--- config.mk ---
export PLATFORM = sky130hd
export DESIGN_NAME = receptor_sinc_4fases
export DESIGN_NICKNAME = d
export VERILOG_FILES = /design/src/rtl/receptor_pkg.sv /design/src/rtl/sincronizador_ff.sv /design/src/rtl/receptor_sinc_4fases.sv
export SDC_FILE = /design/constraint.sdc
export NUM_CORES = 1
export LEC_CHECK = 0
export CAP_MARGIN = 15
export CORE_MARGIN = 2
export CORE_UTILIZATION = 53
export DETAILED_ROUTE_END_ITERATION = 12
export GPL_ROUTABILITY_DRIVEN = 0
export MAX_ROUTING_LAYER = met4
export PLACE_DENSITY = 0.83
export SLEW_MARGIN = 10
export SYNTH_ARGS = -nofsm -noshare
export SYNTH_HDL_FRONTEND = slang
export SYNTH_HIERARCHICAL = 1
export SYNTH_SLANG_ARGS = --single-unit
--- constraint.sdc ---
create_clock -name clk -period 3.1 [get_ports clk]
set_input_delay 0.62 -clock clk [delete_from_list [all_inputs] [get_ports clk]]
set_output_delay 0.62 -clock clk [all_outputs]
set_load 0.1 [all_outputs]
--- src/rtl/receptor_pkg.sv ---
// ----------------------------------------------------------------------------
// receptor_pkg
//
// Shared declarations for the four-phase bundled-data receiver:
//   - estado_t            : handshake FSM states (ESPERA_REQ, ESPERA_BAIXO)
//   - LARGURA_DADO        : width of the bundled data word (8 bits)
//   - DEPTH_PADRAO        : default FIFO depth in words
//   - SYNC_STAGES_PADRAO  : default number of synchronizer flops on req_in
// ----------------------------------------------------------------------------
package receptor_pkg;

    // ESPERA_REQ   : idle, waiting for the synchronized request to rise.
    // ESPERA_BAIXO : word captured (or just out of reset), waiting for the
    //                synchronized request to return to zero.
    typedef enum logic {
        ESPERA_REQ   = 1'b0,
        ESPERA_BAIXO = 1'b1
    } estado_t;

    localparam int LARGURA_DADO       = 8;
    localparam int DEPTH_PADRAO       = 4;
    localparam int SYNC_STAGES_PADRAO = 2;

endpackage : receptor_pkg

--- src/rtl/sincronizador_ff.sv ---
// ----------------------------------------------------------------------------
// sincronizador_ff
//
// Multi-flop synchronizer for a single asynchronous control bit.
//
// Ports:
//   clk  : rising-edge clock of the receiving domain
//   rst  : synchronous, active-high reset; forces every stage to 1
//   d    : asynchronous input bit
//   q    : synchronized output (last stage of the chain)
//
// Parameter:
//   SYNC_STAGES : number of flops in the chain (minimum 2)
//
// Every stage resets to 1 so that, straight after reset, the receiver sees the
// request as "still high" and cannot mistake a request held across reset for
// a fresh rising edge.
// ----------------------------------------------------------------------------
module sincronizador_ff #(
    parameter int SYNC_STAGES = 2
) (
    input  logic clk,
    input  logic rst,
    input  logic d,
    output logic q
);

    generate
        if (SYNC_STAGES < 2) begin : g_estagios_invalidos
            $error("sincronizador_ff: SYNC_STAGES must be at least 2");
        end
    endgenerate

    logic [SYNC_STAGES-1:0] sinc_reg;

    // One flop per stage; stage 0 samples the raw asynchronous input, every
    // later stage samples its predecessor.
    generate
        for (genvar gi = 0; gi < SYNC_STAGES; gi++) begin : g_estagio
            if (gi == 0) begin : g_primeiro
                always_ff @(posedge clk) begin
                    if (rst) begin
                        sinc_reg[gi] <= 1'b1;
                    end else begin
                        sinc_reg[gi] <= d;
                    end
                end
            end else begin : g_seguinte
                always_ff @(posedge clk) begin
                    if (rst) begin
                        sinc_reg[gi] <= 1'b1;
                    end else begin
                        sinc_reg[gi] <= sinc_reg[gi-1];
                    end
                end
            end
        end
    endgenerate

    assign q = sinc_reg[SYNC_STAGES-1];

endmodule : sincronizador_ff

--- src/rtl/receptor_sinc_4fases.sv ---
// ----------------------------------------------------------------------------
// receptor_sinc_4fases
//
// Receiver that bridges a four-phase (return-to-zero) bundled-data
// asynchronous stage into a synchronous valid/ready stream through a small
// first-word-fall-through FIFO.
//
// Ports:
//   clk        : single rising-edge clock
//   rst        : synchronous, active-high reset
//   req_in     : four-phase request from the upstream asynchronous stage
//   data_in    : bundled data, stable from req_in rise until ack_out rise
//   ack_out    : registered four-phase acknowledge returned upstream
//   data_out   : FIFO head word (meaningless while valid_out = 0)
//   valid_out  : FIFO holds at least one word
//   ready_in   : downstream accept; a pop happens when valid_out & ready_in
//
// Parameters:
//   DEPTH       : FIFO depth in words (2, 4 or 8)
//   SYNC_STAGES : synchronizer flops on req_in (minimum 2)
//
// Timing when the FIFO is not full: a req_in rise produces the write and the
// ack_out rise SYNC_STAGES+1 edges later; a req_in fall produces the ack_out
// fall SYNC_STAGES+1 edges later.
// ----------------------------------------------------------------------------
module receptor_sinc_4fases
    import receptor_pkg::*;
#(
    parameter int DEPTH       = DEPTH_PADRAO,
    parameter int SYNC_STAGES = SYNC_STAGES_PADRAO
) (
    input  logic                    clk,
    input  logic                    rst,
    input  logic                    req_in,
    input  logic [LARGURA_DADO-1:0] data_in,
    output logic                    ack_out,
    output logic [LARGURA_DADO-1:0] data_out,
    output logic                    valid_out,
    input  logic                    ready_in
);

    generate
        if (!(DEPTH == 2 || DEPTH == 4 || DEPTH == 8)) begin : g_depth_invalido
            $error("receptor_sinc_4fases: DEPTH must be 2, 4 or 8");
        end
    endgenerate

    localparam int PTR_W = $clog2(DEPTH);
    localparam int CNT_W = PTR_W + 1;

    // ------------------------------------------------------------------
    // Request synchronizer. Only req_s may steer control; data_in is taken
    // raw because it is guaranteed stable while the request is pending.
    // ------------------------------------------------------------------
    logic req_s;

    sincronizador_ff #(
        .SYNC_STAGES (SYNC_STAGES)
    ) u_sinc_req (
        .clk (clk),
        .rst (rst),
        .d   (req_in),
        .q   (req_s)
    );

    // ------------------------------------------------------------------
    // State and FIFO bookkeeping
    // ------------------------------------------------------------------
    estado_t            estado_reg, estado_next;
    logic               ack_reg, ack_next;
    logic [PTR_W-1:0]   wr_ptr_reg, rd_ptr_reg;
    logic [CNT_W-1:0]   count_reg;

    // Storage has no reset: the contents are discarded logically by clearing
    // the pointers and count, which is all the outside world can observe.
    logic [LARGURA_DADO-1:0] mem [DEPTH];

    logic fifo_cheia;
    logic wr_en;
    logic rd_en;

    // "Full" is judged on the registered count only, so a pop on the same
    // edge never lets a pending request slip into a full FIFO.
    assign fifo_cheia = (count_reg == CNT_W'(DEPTH));

    // ready_in is ignored while the FIFO is empty.
    assign rd_en = (count_reg != '0) && ready_in;

    // ------------------------------------------------------------------
    // Handshake FSM, next-state / output logic.
    // ack_out holds its registered value unless a transition changes it.
    // Reset lands in ESPERA_BAIXO with ack low: a request still high from
    // before reset is treated as an unfinished handshake, so nothing is
    // captured until req_s has been seen low.
    // ------------------------------------------------------------------
    always_comb begin
        estado_next = estado_reg;
        ack_next    = ack_reg;
        wr_en       = 1'b0;

        case (estado_reg)
            ESPERA_REQ: begin
                if (req_s && !fifo_cheia) begin
                    wr_en       = 1'b1;
                    ack_next    = 1'b1;
                    estado_next = ESPERA_BAIXO;
                end
            end

            ESPERA_BAIXO: begin
                if (!req_s) begin
                    ack_next    = 1'b0;
                    estado_next = ESPERA_REQ;
                end
            end

            default: begin
                ack_next    = 1'b0;
                estado_next = ESPERA_BAIXO;
            end
        endcase
    end

    // ------------------------------------------------------------------
    // FSM and FIFO control registers
    // ------------------------------------------------------------------
    always_ff @(posedge clk) begin
        if (rst) begin
            estado_reg <= ESPERA_BAIXO;
            ack_reg    <= 1'b0;
            wr_ptr_reg <= '0;
            rd_ptr_reg <= '0;
            count_reg  <= '0;
        end else begin
            estado_reg <= estado_next;
            ack_reg    <= ack_next;

            if (wr_en) begin
                wr_ptr_reg <= wr_ptr_reg + PTR_W'(1);
            end
            if (rd_en) begin
                rd_ptr_reg <= rd_ptr_reg + PTR_W'(1);
            end

            // Simultaneous write and pop leaves the occupancy unchanged.
            case ({wr_en, rd_en})
                2'b10:   count_reg <= count_reg + CNT_W'(1);
                2'b01:   count_reg <= count_reg - CNT_W'(1);
                default: count_reg <= count_reg;
            endcase
        end
    end

    // ------------------------------------------------------------------
    // FIFO storage. The head word is read combinationally so data_out is
    // already valid on the same edge valid_out rises (first-word
    // fall-through); depth is tiny, so this maps to distributed memory.
    // ------------------------------------------------------------------
    always_ff @(posedge clk) begin
        if (wr_en && !rst) begin
            mem[wr_ptr_reg] <= data_in;
        end
    end

    assign data_out  = mem[rd_ptr_reg];
    assign valid_out = (count_reg != '0);
    assign ack_out   = ack_reg;

endmodule : receptor_sinc_4fases

-- Yosys cells after proc, flatten, opt, wreduce, memory -nomap -nowiden
Memory sizes are Yosys's and may differ from the RTL's. A register that Yosys moved wholly into a read port is not among the register bits.
Cells that the tools add are included.
- register bits after elaboration: 11
- memory bits (writable): 32
- input bits: 12
- output and inout port bits: 10
- memories: 1
- add/subtract/negate cells: 4
- equal/unequal tests: 5
- muxes and demuxes: 12
- bitwise operators: 1
- reductions and logical operators: 8
- memories (name ; words ; bits a word ; rd ports ; clocked after memory_dff ; write ports ; RTL line ; text):
    mem ; 4 ; 8 ; 1 ; 1 ; 1 ; receptor_sinc_4fases.sv:76 ; logic [LARGURA_DADO-1:0] mem [DEPTH];
- operator list (cell ; number):
    2-to-1 mux 1 bit ; 7
    one-hot mux 3 bit (2 select lines) ; 1
    adder 2 x 1 -> 2 bit (second input constant) ; 2
    2-to-1 mux 2 bit ; 2
    inequality test 2 bit (second input constant) ; 2
    one-hot mux 1 bit (2 select lines) ; 2
    adder 3 x 1 -> 3 bit (second input constant) ; 1
    == test 3 bit (second input constant) ; 1
    logical AND 1 bit ; 3
    nonzero test 3 bit ; 1
    subtractor 3 x 1 -> 3 bit (second input constant) ; 1
    == test 2 x 1 -> 1 bit (second input constant) ; 1
    == test 2 bit (second input constant) ; 1
    logical NOT 1 bit ; 2
    AND reduction 2 bit ; 1
    nonzero test 2 bit ; 1
    inverter 1 bit ; 1

-- Logic depth before layout (Yosys ltp)
Gate-level depths: netlist of run 1.
- word-level depth: 8
- gate-level depth with buffers: 9
- mapped depth without buffers: 9

-- Modules after synthesis
Netlist of run 1, hierarchy kept.
- by module, submodules not included (module ; times used ; cells an instance ; area each (um^2) ; seq. area each (um^2)):
    receptor_sinc_4fases ; 1 ; 100 ; 1705.4 ; 1181.1
    sincronizador_ff ; 1 ; 4 ; 52.6 ; 40.0

-- Least setup slack after synthesis of run 1
Ideal clock, no wire load.
- kind: reg-to-reg
- start: register count_reg[2]
- end: register count_reg[2]
- arrival time: 2301 ps
- path slack: 729 ps
- cell stages (with the launch flop): 10
- buffers on the path: 0
- period minus slack after synthesis: 2371 ps
- path through: dfxtp_1 -> or3b_1 -> and3_4 -> inv_1 -> ha_1 -> inv_1 -> fa_1 -> xor2_1 -> or3_2 -> a21oi_1
- word-level cells in the longest chain between the ends: 7
- elaborated cells between the ends (all ways): 13
- classes of those cells: add/sub: 2; eq/ne: 3; mux: 3; reduce/logical: 5
- RTL lines (what ; RTL line ; text):
    start: declaration ; receptor_sinc_4fases.sv:72 ; logic [CNT_W-1:0] count_reg;
    start signal: assignment ; receptor_sinc_4fases.sv:147 ; 2'b10: count_reg <= count_reg + CNT_W'(1);
    start signal: assignment ; receptor_sinc_4fases.sv:148 ; 2'b01: count_reg <= count_reg - CNT_W'(1);
    start signal: assignment ; receptor_sinc_4fases.sv:149 ; default: count_reg <= count_reg;
    == test 3 bit ; receptor_sinc_4fases.sv:84 ; assign fifo_cheia = (count_reg == CNT_W'(DEPTH));
    logical NOT 1 bit ; receptor_sinc_4fases.sv:103 ; if (req_s && !fifo_cheia) begin
    logical AND 1 bit ; receptor_sinc_4fases.sv:103 ;
    2-to-1 mux 1 bit ; receptor_sinc_4fases.sv:103 ;
    2-to-1 mux 1 bit ; receptor_sinc_4fases.sv:101 ; case (estado_reg)
    == test 2 x 1 -> 1 bit / == test 2 bit (equally long branches) ; receptor_sinc_4fases.sv:146 ; case ({wr_en, rd_en})
    one-hot mux 3 bit (2 select lines) / nonzero test 2 bit (equally long branches) ; -- ;
Parallel ways exist; a longest one is shown, timed or not.
A chain may end at the register's enable or synchronous reset.

-- Worst setup path in the final report of run 1
Ends and elaborated chain as after synthesis.

==> results.cfg, run 1 <==
[run_status]
outcome = complete, no violations

[global_route]
antenna_found_initial = 0
first_global_vias = 920
grt_pass1_wl_um = 4220
overflow = 0
track_usage_pct = 17.6
grt_max_degree = 19

[power_and_ir_drop]
p_sw_uw = 313
p_leak_nw = 0.706
clockPowerShare_pct = 27.9
p_int_uw = 886
power_per_cell_area_nw_per_um2 = 573
seqPwrFrac_pct = 56.0
p_sw_share_pct = 26.1
irDropWorstVdd_mv = 0.283
power_frac_comb_pct = 16.1

[layout]
largest_register_ffs = 32
fin_util_pct = 67.4
seq_area_um2 = 1220
fillers = 233
finish.net_count = 151
mostFrequentLayoutCells = 32 x edfxtp_1, 14 x buf_4, 13 x dfxtp_1
drive_gt1_share_pct = 24.6
antenna_cells = 0
area_delta_synth_final_pct = 18.9
final_common_cell = edfxtp_1
multi_input_area_um2 = 498

[timing]
finalCritPeriodShare_pct = 83.8
holdWs_ps = 421
finalHoldViolations = 0
layout_min_cycle_time_ps = 2600
setup_viol = 0
worst_pin_slew_ps = 559
rsz0062_at_grt = no
max-slew-margin-rel_pct = 62.6
fmax_mhz = 385
fin_tns_setup_ps = 0
worst_clock_skew_ps = 6.20
fin_ws_ps = 502
maxSlewViolCount = 0

[synth]
ys_seq_elements = 45
synthArstFlopShare_pct = 0
seq_area_frac_synth_pct = 69.5
synth_edf_count = 32
ys_types = 24
synthesis.nets = 122
synthCells = 104
syn_avg_cell_area_um2 = 16.9
yosysWarnings = 6
ys.flop_type = edfxtp_1
netlist_area_um2 = 1760

[placed_design]
io_buffers = 21
pre_cts_slack_ps = 405
hpwlAfterDp_um = 1820

[clock_network]
cts_resized = 0
cts.reportedPaths.clkPinSlew_ps = 110
post-cts-setup-buffer-count = 0
htreeDepth = 2
numCtsBuffers = 5
cts_tree = yes
cts_root_buf = clkbuf_4
postCtsHoldBufs = 0
clk_latency_ps = 350
clock_path_buffers = 2
clock-sinks = 45

[worst_setup_path]
critPathMaxFanout = 6
crit_type = reg2reg
cp.arrival_ps = 2870
endpoint_kind = flip-flop
crit_required_ps = 3380
startpoint_type = flip-flop

[die]
core_area_um2 = 3100
start_util_pct = 56.7
fp-row-count = 20
die_area_um2 = 3790
fp.dieH_um = 61.6
ios = 22
die_x_um = 61.6

[route]
via_per_inst = 5.25
drt_iter0_markers = 33
drcViolationCount = 0
vias = 935
postRouteAntennaNets = 0
dr.pass1.iters = 4
routedWlPerCell_um = 15.1
routed_wl_um = 2690

[hold_path]
hold_class = reg2reg

[job]
cap_violations = 0
[cell families (layout without fill, tap and decap cells)]
family,count (synthesis),after routing,share of synthesized area (%)
xor gates and xnor gates,4,4,1.99
and+or+nand+nor,21,21,7.19
DFF,45,45,69.5
muxes,10,10,11.7
adders and majority gates,6,6,4.70
AOI/OAI and AO/OA,8,8,2.78
buffers and inverters,10,40,2.21
[critical path, cell delays in order, from the launching register on]
cell	delay, ps
dfxtp_1	410
or3b_1	380
and3_4	210
inv_1	150
ha_1	210
inv_1	60
fa_1	380
xor2_1	150
or3_2	400
a21oi_1	160
[cell usage after synthesis, types with 2 or more instances]
cell type | number | area share, %
inv_1 | 7 | 1.5
nand2b_1 | 3 | 1.1
nor2_1 | 8 | 1.7
mux4_2 | 8 | 10
dfxtp_1 | 13 | 15
edfxtp_1 | 32 | 55
or2_1 | 2 | 0.71
or3_2 | 2 | 0.85
o21ai_0 | 3 | 0.85
xor2_1 | 3 | 1.5
a21oi_1 | 3 | 0.85
ha_1 | 5 | 3.6
nor3b_1 | 4 | 1.7
[path summary, 6_finish.rpt]
kind         slack [ps]            to              startpoint  cells past startpoint
max reg2reg         500  count_reg[2]            count_reg[2]                      9
min                 420  u_sinc_req/q  u_sinc_req/sinc_reg[0]                      1
max                 500  count_reg[2]            count_reg[2]                      9
min reg2reg         420  u_sinc_req/q  u_sinc_req/sinc_reg[0]                      1
[layout make-up]
type | instances | area share [%]
Timing Repair Buffer | 25 | 10.3
Clock inverter | 2 | 1.62
Tap cell | 44 | 2.63
Sequential cell | 45 | 58.4
Clock buffer | 6 | 1.97
Multi-Input combinational cell | 49 | 23.8
Inverter | 7 | 1.26
[stage by stage]
step	power [mW]	cell area, µm²	cells
6_report	1.20	2090	178
5_1_grt	1.24	2090	178
4_1_cts	1.21	2090	178
3_5_place_dp	0.878	2020	170
3_3_place_gp	0.874	2020	170
2_1_floorplan	0.831	1760	104
[per-layer routing]
metal	vias up	wire length, µm	track usage (%)
li1	442	-	-
met1	463	1130	18.9
met2	22	1350	28.3
met3	8	136	5.25
met4	0	76	10.9
met5	-	0	-
[power groups by stage]
stage	registers [mW]	logic, mW	clock network [mW]
2_1_floorplan	0.677	0.154	0
3_3_place_gp	0.684	0.190	0
3_5_place_dp	0.685	0.193	0
4_1_cts	0.672	0.194	0.344
5_1_grt	0.674	0.203	0.366
6_report	0.671	0.193	0.335
No activity file was read; power rests on OpenSTA's default activity.
==> inputs of run 2 (changes only) <==
==> constraint.sdc (replaced) <==
create_clock -name clk -period 2.5 [get_ports clk]
set_input_delay 0.5 -clock clk [delete_from_list [all_inputs] [get_ports clk]]
set_output_delay 0.5 -clock clk [all_outputs]
set_load 0.1 [all_outputs]
==> results.cfg, run 2 (synthesis results as in run 1) <==
[run_status]
outcome = complete, no violations

[layout]
fillers = 203
finish.net_count = 154
drive_gt1_share_pct = 31.4
stdcell_count = 181
final_common_cell = edfxtp_1
antenna_cells = 0
fin_util_pct = 71.8
largest_register_ffs = 32
postLayoutCellArea_um2 = 2230
mostFrequentLayoutCells = 32 x edfxtp_1, 11 x clkdlybuf4s50_1, 10 x dfxtp_1
area_delta_synth_final_pct = 26.7

[die]
fp-row-count = 20
ios = 22
start_util_pct = 56.7
die_area_um2 = 3790
fp.dieH_um = 61.6
core_area_um2 = 3100
die_x_um = 61.6

[power_and_ir_drop]
p_sw_uw = 409
irDropWorstVdd_mv = 0.408
p_leak_nw = 0.763
seqPwrFrac_pct = 54.1
clockPowerShare_pct = 27.6
power_per_cell_area_nw_per_um2 = 692
p_int_mw = 1.13
power_frac_comb_pct = 18.4
p_sw_share_pct = 26.6

[timing]
rsz0062_at_grt = no
fin_ws_ps = 92.4
layout_min_cycle_time_ps = 2410
max-slew-margin-rel_pct = 63.5
maxSlewViolCount = 0
fin_tns_setup_ps = 0
fmax_mhz = 415
worst_clock_skew_ps = 21.0
finalHoldViolations = 0
setup_viol = 0
worst_pin_slew_ps = 547
finalCritPeriodShare_pct = 96.3

[worst_setup_path]
cp.arrival_ps = 2700
startpoint_type = flip-flop
endpoint_kind = flip-flop
rr_worst_depth = 9
critPathMaxFanout = 6
crit_required_ps = 2790
crit_type = reg2reg

[placed_design]
place_area_um2 = 2130
io_buffers = 21
pre_cts_slack_ps = -68.0
hpwlAfterDp_um = 2090
dp_cells = 172

[route]
dr.pass1.iters = 4
drcViolationCount = 0
drt_iter0_markers = 45
postRouteAntennaNets = 0
routedWlPerCell_um = 16.0
via_per_inst = 5.44
vias = 985
routed_wl_um = 2900

[job]
cap_violations = 0

[hold_path]
hold_depth = 1
hold_class = reg2reg

[clock_network]
clock-sinks = 45
clock_path_buffers = 2
htreeDepth = 2
numCtsBuffers = 5
cts_root_buf = clkbuf_4
cts_tree = yes
cts.reportedPaths.clkPinSlew_ps = 130
clk_latency_ps = 360

[global_route]
grt_max_degree = 15
antenna_found_initial = 0
first_global_vias = 940
overflow = 0
gr-usage-met2_pct = 29.6
track_usage_pct = 19.0
grt_pass1_wl_um = 4570
top_usage_layer = met2
grtUsageMet3_pct = 5.25
grt_use_met1_pct = 21.6
run 2: critical path, cell delays in order (launching register included):
cell and delay [ps]:
dfxtp_4 380, or3b_4 400, and3_4 210, inv_2 60, ha_2 190, inv_1 60, fa_2 330, xor2_1 150
or3_2 400, a21oi_1 140
run 2: cell type report:
class	instances	area [µm²]	area share (%)
flip-flops and latches	45	1230	55.1
well taps	44	55.1	2.47
inverters	7	26.3	1.18
clock inverters	2	33.8	1.52
multi-input cells	49	505	22.7
clock buffers	6	41.3	1.85
repair buffers	28	338	15.2
run 2: final timing paths:
path | slack [ps] | start | endpoint
hold reg to reg | 420 | u_sinc_req/sinc_reg[0] | u_sinc_req/q
hold / removal | 420 | u_sinc_req/sinc_reg[0] | u_sinc_req/q
setup reg to reg | 90 | count_reg[1] | count_reg[2]
setup / recovery | 90 | count_reg[1] | count_reg[2]
run 2: routing by layer:
metal  wire [µm]  part of all wire, %
met1        1150                   39
met2        1510                   52
met3         166                  5.7
met4          76                  2.6
met5           0                    0
run 2: timing repair:
action,CTS,global route
pin swaps,0,1
endpoints found under the setup margin,1,1
gates cloned,0,0
gates resized for setup,3,5
buffers inserted,0,1
hold buffers,0,0
run 2: through the flow:
step / total power, mW / hold slack, ps
6_report: 1.54 / 421
5_1_grt: 1.59 / 440
4_1_cts: 1.55 / 423
3_5_place_dp: 1.13 / 393
3_3_place_gp: 1.12 / 387
2_1_floorplan: 1.03 / 383
run 2: power groups by stage:
stage / registers (mW) / clock network [mW] / logic, mW
after floorplan: 0.840 / 0 / 0.191
after global placement: 0.848 / 0 / 0.272
after detailed placement: 0.850 / 0 / 0.280
after CTS: 0.834 / 0.432 / 0.282
after global routing: 0.837 / 0.456 / 0.296
final: 0.833 / 0.425 / 0.283
==> inputs of run 3 (changes only) <==
--- a/config.mk
+++ b/config.mk
@@ -9,7 +9,6 @@
 export CORE_MARGIN = 2
 export CORE_UTILIZATION = 53
 export DETAILED_ROUTE_END_ITERATION = 12
-export GPL_ROUTABILITY_DRIVEN = 0
 export MAX_ROUTING_LAYER = met4
 export PLACE_DENSITY = 0.83
 export SLEW_MARGIN = 10
==> results of run 3 <==
No change in the layout: final DEF, timing and power equal those of run 2.
